===== src/rtl/ctrl_pkg.sv =====
// rtl/ctrl_pkg.sv - shared types and constants for the CPU request dispatcher
//
// Contents:
//   cpu_opcode_e  : CPU-side opcodes (encrypt, decrypt, hash, reserved)
//   req_opcode_e  : internal request-bus opcodes (KEY_RD, TEXT_RD, TEXT_WR)
//   MEM_ID/CTRL_ID: fixed bus IDs for the memory unit and this controller
//   cpu_req_t     : one buffered CPU request
//   safe_clog2    : pointer width helper that never returns 0
package ctrl_pkg;

  localparam int CTRL_ADDR_W       = 10;
  localparam int CTRL_CPU_WENC_W   = 3;
  localparam int CTRL_CPU_OPCODE_W = 2;

  localparam logic [3:0] MEM_ID  = 4'd0;
  localparam logic [3:0] CTRL_ID = 4'd1;

  typedef enum logic [CTRL_CPU_OPCODE_W-1:0] {
    CPU_ENCRYPT = 2'd0,
    CPU_DECRYPT = 2'd1,
    CPU_HASH    = 2'd2,
    CPU_RSVD    = 2'd3
  } cpu_opcode_e;

  typedef enum logic [1:0] {
    OP_KEY_RD  = 2'd0,
    OP_TEXT_RD = 2'd1,
    OP_TEXT_WR = 2'd2
  } req_opcode_e;

  typedef struct packed {
    logic [CTRL_ADDR_W-1:0]     text_addr;
    logic [CTRL_CPU_WENC_W-1:0] text_width;
    logic [CTRL_ADDR_W-1:0]     key_addr;
    cpu_opcode_e                opcode;
  } cpu_req_t;

  // A depth of 1 or 2 still needs a 1-bit pointer.
  function automatic int safe_clog2(input int n);
    return (n <= 2) ? 1 : $clog2(n);
  endfunction

endpackage


===== src/rtl/cpu_req_fifo.sv =====
// rtl/cpu_req_fifo.sv - small synchronous FIFO buffering CPU requests
//
// Ports:
//   clk, rst_n        : clock, synchronous active-low reset
//   push, push_data   : write strobe and entry
//   pop, pop_data     : read strobe and head entry (valid while !empty)
//   full, empty       : occupancy flags
module cpu_req_fifo
  import ctrl_pkg::*;
#(
  parameter type T     = cpu_req_t,
  parameter int  DEPTH = 2
) (
  input  logic clk,
  input  logic rst_n,
  input  logic push,
  input  T     push_data,
  input  logic pop,
  output T     pop_data,
  output logic full,
  output logic empty
);

  localparam int PTR_W = safe_clog2(DEPTH);
  localparam int CNT_W = $clog2(DEPTH + 1);

  T                 mem [DEPTH];
  logic [PTR_W-1:0] wr_ptr;
  logic [PTR_W-1:0] rd_ptr;
  logic [CNT_W-1:0] count;
  logic             do_push;
  logic             do_pop;

  assign full     = (count == CNT_W'(DEPTH));
  assign empty    = (count == '0);
  assign do_pop   = pop && !empty;
  // A pop in the same cycle frees the slot the push needs.
  assign do_push  = push && (!full || do_pop);
  assign pop_data = mem[rd_ptr];

  // Pointers wrap modulo DEPTH, which need not be a power of two.
  function automatic logic [PTR_W-1:0] next_ptr(input logic [PTR_W-1:0] p);
    return (p == PTR_W'(DEPTH - 1)) ? '0 : p + PTR_W'(1);
  endfunction

  always_ff @(posedge clk) begin
    if (!rst_n) begin
      wr_ptr <= '0;
      rd_ptr <= '0;
      count  <= '0;
    end else begin
      if (do_push) wr_ptr <= next_ptr(wr_ptr);
      if (do_pop)  rd_ptr <= next_ptr(rd_ptr);
      if (do_push && !do_pop)      count <= count + CNT_W'(1);
      else if (!do_push && do_pop) count <= count - CNT_W'(1);
    end
  end

  // Storage carries no reset; entries are only read once written.
  always_ff @(posedge clk) begin
    if (do_push) mem[wr_ptr] <= push_data;
  end

endmodule


===== src/rtl/cpu_req_dispatcher.sv =====
// rtl/cpu_req_dispatcher.sv - expands buffered CPU requests into internal bus requests
//
// Optional feature macro: DISPATCH_PERF_CNT_EN (adds perf_seq_cnt / perf_stall_cnt)
//
// Ports:
//   clk, rst_n                 : clock, synchronous active-low reset
//   cpu_text_addr/width        : text buffer address and width encoding
//   cpu_key_addr, cpu_opcode   : key address, 0=enc 1=dec 2=hash 3=reserved
//   cpu_valid / cpu_ready      : CPU handshake, ready = request FIFO not full
//   req_addr/width/dest        : internal request payload (registered)
//   req_source_id, req_opcode  : this block's ID, 0=KEY_RD 1=TEXT_RD 2=TEXT_WR
//   req_valid / req_ready      : internal handshake
//   req_done                   : pulse after the final TEXT_WR of a sequence
//   err_opcode                 : pulse when a reserved opcode is discarded
//   busy                       : sequence in flight or requests buffered
//   perf_seq_cnt/stall_cnt     : saturating counters (DISPATCH_PERF_CNT_EN only)
module cpu_req_dispatcher
  import ctrl_pkg::*;
#(
  parameter int ADDR_W                = 10,
  parameter int CPU_ADDR_W_ENCODING_W = 3,
  parameter int ADDR_W_ENCODING_W     = 4,
  parameter int CPU_OPCODE_W          = 2,
  parameter int OPCODE_W              = 2,
  parameter int SRC_ID_W              = 4,
  parameter int FIFO_DEPTH            = 2,
  parameter logic [ADDR_W_ENCODING_W-1:0] KEY_WIDTH_ENC = 4'd7,
  parameter logic [SRC_ID_W-1:0]          MEM_ID        = ctrl_pkg::MEM_ID,
  parameter logic [SRC_ID_W-1:0]          CTRL_ID       = ctrl_pkg::CTRL_ID
) (
  input  logic                         clk,
  input  logic                         rst_n,
  input  logic [ADDR_W-1:0]            cpu_text_addr,
  input  logic [CPU_ADDR_W_ENCODING_W-1:0] cpu_text_width,
  input  logic [ADDR_W-1:0]            cpu_key_addr,
  input  logic [CPU_OPCODE_W-1:0]      cpu_opcode,
  input  logic                         cpu_valid,
  output logic                         cpu_ready,
  output logic [ADDR_W-1:0]            req_addr,
  output logic [ADDR_W_ENCODING_W-1:0] req_width,
  output logic [SRC_ID_W-1:0]          req_dest,
  output logic [SRC_ID_W-1:0]          req_source_id,
  output logic [OPCODE_W-1:0]          req_opcode,
  output logic                         req_valid,
  input  logic                         req_ready,
  output logic                         req_done,
  output logic                         err_opcode,
  output logic                         busy
`ifdef DISPATCH_PERF_CNT_EN
  ,
  output logic [15:0]                  perf_seq_cnt,
  output logic [15:0]                  perf_stall_cnt
`endif
);

  typedef enum logic [1:0] {
    ST_IDLE = 2'd0,
    ST_KEY  = 2'd1,
    ST_TEXT = 2'd2,
    ST_WB   = 2'd3
  } state_e;

  state_e   state_q, state_d;
  cpu_req_t work_q, work_d;
  cpu_req_t push_data;
  cpu_req_t head;
  logic     fifo_full, fifo_empty;
  logic     push, pop;

  logic                         valid_d;
  logic [ADDR_W-1:0]            addr_d;
  logic [ADDR_W_ENCODING_W-1:0] width_d;
  logic [SRC_ID_W-1:0]          dest_d;
  logic [SRC_ID_W-1:0]          src_d;
  logic [OPCODE_W-1:0]          opcode_d;
  logic                         done_d;
  logic                         err_d;

  assign cpu_ready = !fifo_full;
  assign push      = cpu_valid && cpu_ready;
  assign busy      = (state_q != ST_IDLE) || !fifo_empty;

  assign push_data = '{
    text_addr:  cpu_text_addr,
    text_width: cpu_text_width,
    key_addr:   cpu_key_addr,
    opcode:     cpu_opcode_e'(cpu_opcode)
  };

  cpu_req_fifo #(
    .T     (cpu_req_t),
    .DEPTH (FIFO_DEPTH)
  ) u_fifo (
    .clk       (clk),
    .rst_n     (rst_n),
    .push      (push),
    .push_data (push_data),
    .pop       (pop),
    .pop_data  (head),
    .full      (fifo_full),
    .empty     (fifo_empty)
  );

  always_comb begin
    state_d = state_q;
    work_d  = work_q;
    pop     = 1'b0;
    done_d  = 1'b0;
    err_d   = 1'b0;

    unique case (state_q)
      ST_IDLE: begin
        if (!fifo_empty) begin
          pop    = 1'b1;
          work_d = head;
          unique case (head.opcode)
            CPU_RSVD: err_d   = 1'b1;
            CPU_HASH: state_d = ST_TEXT;
            default:  state_d = ST_KEY;
          endcase
        end
      end
      ST_KEY:  if (req_ready) state_d = ST_TEXT;
      ST_TEXT: if (req_ready) state_d = ST_WB;
      ST_WB: begin
        if (req_ready) begin
          state_d = ST_IDLE;
          done_d  = 1'b1;
        end
      end
      default: state_d = ST_IDLE;
    endcase

    // Outputs are a function of the upcoming state and working request, so
    // a stalled request re-registers identical values and holds stable.
    valid_d  = 1'b0;
    addr_d   = '0;
    width_d  = '0;
    dest_d   = '0;
    src_d    = '0;
    opcode_d = '0;
    unique case (state_d)
      ST_KEY: begin
        valid_d  = 1'b1;
        addr_d   = ADDR_W'(work_d.key_addr);
        width_d  = KEY_WIDTH_ENC;
        dest_d   = MEM_ID;
        src_d    = CTRL_ID;
        opcode_d = OPCODE_W'(OP_KEY_RD);
      end
      ST_TEXT, ST_WB: begin
        valid_d  = 1'b1;
        addr_d   = ADDR_W'(work_d.text_addr);
        width_d  = ADDR_W_ENCODING_W'(work_d.text_width);
        dest_d   = MEM_ID;
        src_d    = CTRL_ID;
        opcode_d = (state_d == ST_WB) ? OPCODE_W'(OP_TEXT_WR) : OPCODE_W'(OP_TEXT_RD);
      end
      default: ;
    endcase
  end

  always_ff @(posedge clk) begin
    if (!rst_n) begin
      state_q       <= ST_IDLE;
      work_q        <= '0;
      req_valid     <= 1'b0;
      req_addr      <= '0;
      req_width     <= '0;
      req_dest      <= '0;
      req_source_id <= '0;
      req_opcode    <= '0;
      req_done      <= 1'b0;
      err_opcode    <= 1'b0;
    end else begin
      state_q       <= state_d;
      work_q        <= work_d;
      req_valid     <= valid_d;
      req_addr      <= addr_d;
      req_width     <= width_d;
      req_dest      <= dest_d;
      req_source_id <= src_d;
      req_opcode    <= opcode_d;
      req_done      <= done_d;
      err_opcode    <= err_d;
    end
  end

`ifdef DISPATCH_PERF_CNT_EN
  always_ff @(posedge clk) begin
    if (!rst_n) begin
      perf_seq_cnt   <= '0;
      perf_stall_cnt <= '0;
    end else begin
      if (req_done && perf_seq_cnt != 16'hFFFF)
        perf_seq_cnt <= perf_seq_cnt + 16'd1;
      if (req_valid && !req_ready && perf_stall_cnt != 16'hFFFF)
        perf_stall_cnt <= perf_stall_cnt + 16'd1;
    end
  end
`endif

endmodule

===== config.mk =====
export PLATFORM = sky130hd
export DESIGN_NAME = cpu_req_dispatcher
export DESIGN_NICKNAME = d
export VERILOG_FILES = /design/src/rtl/ctrl_pkg.sv /design/src/rtl/cpu_req_fifo.sv /design/src/rtl/cpu_req_dispatcher.sv
export SDC_FILE = /design/constraint.sdc
export NUM_CORES = 1
export LEC_CHECK = 0
export CAP_MARGIN = 20
export CORE_MARGIN = 2
export CORE_UTILIZATION = 57
export DETAILED_ROUTE_END_ITERATION = 8
export PLACE_DENSITY = 0.81
export SYNTH_ARGS = -nofsm -noshare
export SYNTH_HDL_FRONTEND = slang
export SYNTH_HIERARCHICAL = 1
export SYNTH_SLANG_ARGS = --single-unit

===== constraint.sdc =====
create_clock -name clk -period 5.8 [get_ports clk]
set_input_delay 0.87 -clock clk [delete_from_list [all_inputs] [get_ports clk]]
set_output_delay 0.87 -clock clk [all_outputs]
set_load 0.01 [all_outputs]

==> run metrics <==
Slowest-stage cell, CP clkdlybuf4s50_1; starting DRC count in detailed routing 157; Power Total 2.19 mW; Synth Area per Inst 13.7 sq um; Worst-Margin Slew 0.937 ns; leakage 1.61 nW; final count of hold timing violations 0; min cycle time layout 2.59 ns; RSZ-0062 raised after global routing false; worst path bufs/invs 1; Die X 84.7 um; Total GRT Usage 0.190; Final Cell Area 4440 sq um; Synth area leader edfxtp_1; Clock Path Buffers 2; HP Class reg -> reg; crit path DAT 1.72 ns; TritonCTS clock tree yes; PwrDens 493 nW/um^2; Post-CTS Setup Inserts 0; DR vias/cell 5.34; DRC 0; vias in the first global route 2,121; post-CTS sizing 0; io pins 58; clk root buf clkbuf_8; antenna diode count 0; cell count after synthesis 271; die area 7180 sq um; row cnt 29; DR vias 2,151; count of different cell masters after synthesis 37; CTS sink cnt 98; maximum vdd drop 0.000322 V; area delta synth->final 19.4%; top-area cell type share of the netlist area 0.404; pre-CTS WS 2.73 ns; commonest non-fill, non-tap cell in the layout edfxtp_1; number of synthesis warnings 6; core area 6310 sq um; Worst setup EP type primary output; Critical Path Max Stage Delay 0.50 ns; antenna viol nets, final 0; final WL 6500 um; routed len/inst 16.1 um; critical path fanouts, max 6; Rel. slew slack 0.373; Nets 351; Post-DP HPWL 4270 um; top cells by area, synth edfxtp_1 40%, dfxtp_1 26%, mux2_2 7.6%; H-tree depth 3; complex-gate fraction of the synthesized area 0.0502; cts hold-fix bufs 0; startpoint types flip-flop; critical path, cell by cell nor2_1 -> nand2_1 -> clkdlybuf4s50_1; layout filler cell count 439; Placed Area 4230 sq um; clk_lat worst skew 0.35 ns; PortBufs 49; simple-gate share of the synthesized area 0.0913; antenna violations before repair 0; Sum Neg Setup Slack 0 ns; Final Cycle Share 0.446; gpl congestion 0.759; CP delay by family, top simple AND/OR/NAND/NOR gates; area share of fa/ha/maj cells after synthesis 0.00337; first-pass GRT wire length 10,200 um; Final Skew 0.00790 ns; pin count of the biggest net entering global routing 29; Max Slew Vio Count 0; CTS Buf Count 9; CP Class reg -> out; Hold Slack 0.471 ns; Detailed Routing Iterations Pass 1 4; status complete, no violations; post-synthesis sequential area ratio 0.663; most frequent cells in the layout 50 x edfxtp_1, 49 x clkdlybuf4s50_1, 48 x dfxtp_1; mux contribution to synthesized area 0.140; Worst Path Required 4.93 ns; total gr overflow 0; Initial Util 0.588; final setup vio count 0; Yosys reg bits 98; layout cell share with drive strength beyond 1 0.150; main combinational cell family by area after synthesis multiplexers; die height 84.7 um; CTS clk-pin slew, worst paths 0.08 ns; Post-Syn Area 3710 sq um; max_cap viols 0; achievable frequency 386 MHz; worst setup margin 3.21 ns; xor/xnor share of the synthesized area 0.00707
-- Yosys cell counts, drive strengths merged --
cell and number:
a21boi 3, a21oi 6, a22o 10, and2 7, and3 1, and4 1, buf 17, clkbuf 5
conb 1, dfxtp 48, edfxtp 50, ha 1, inv 4, mux2 25, mux2i 24, nand2 43
nand2b 2, nand3 1, nor2 6, nor2b 3, nor3 2, nor3b 1, o21ai 2, o311ai 1
o31a 1, or3 2, or4b 1, xnor2 2, xor2 1
-- cell type report --
type,instances,area (sq um),area share
clock buffers,13,139,0.0313
well taps,77,96.3,0.0217
clock inverters,3,17.5,0.00395
flip-flops and latches,98,2460,0.555
repair buffers,54,588,0.133
multi-input cells,154,1120,0.252
inverters,4,15.0,0.00338
-- logic make-up after synthesis --
logic type               Yosys count
XOR/XNOR                           3
flip-flops                        98
AND/OR/NAND/NOR                   70
buffers and inverters             26
AO/OA/AOI/OAI                     23
adder cells (fa/ha/maj)            1
other                              1
multiplexers                      49
-- power breakdown --
part	switching, mW	internal [mW]	leakage, nW	total (mW)
registers	0.0783	0.929	0.858	1.01
logic	0.415	0.396	0.677	0.811
clock network	0.213	0.155	0.0774	0.368
total	0.706	1.48	1.61	2.19
-- flip-flops by register name, indices dropped and copies added, names as in the netlist, named ones only --
name	cells
err_opcode	1
req_addr	10
req_done	1
req_opcode	2
req_valid	1
req_width	3
state_q	2
u_fifo/count	2
u_fifo/mem	50
u_fifo/rd_ptr	1
u_fifo/wr_ptr	1
work_q	23
-- per-layer routing --
metal / share of wire / GRT usage
met5: 0 / 0
met4: 0.015 / 0.0938
met3: 0.030 / 0.0403
met2: 0.53 / 0.335
met1: 0.43 / 0.217
-- stage by stage --
| step | utilization | std cells |
|---|---|---|
| floorplan | - | 278 |
| global placement | 0.665 | 384 |
| detailed placement | 0.669 | 385 |
| CTS | 0.694 | 401 |
| global route | 0.703 | 403 |
| finish | 0.703 | 403 |
-- final timing paths --
kind	cells after the start	start	end	slack, ns
setup / recovery	3	u_fifo/count[0]	busy	3.21
hold / removal	2	work_q[4]	work_q[4]	0.47
setup reg to reg	5	flip-flop	req_opcode[0]	3.32
hold reg to reg	2	work_q[4]	work_q[4]	0.47
-- worst min-delay path: cells and delay by family (launching register included) --
family	cells	cell delay (ns)
flops	1	0.31
simple gates	1	0.05
mux	1	0.07
Note: power is estimated with default switching activity, not from simulation.
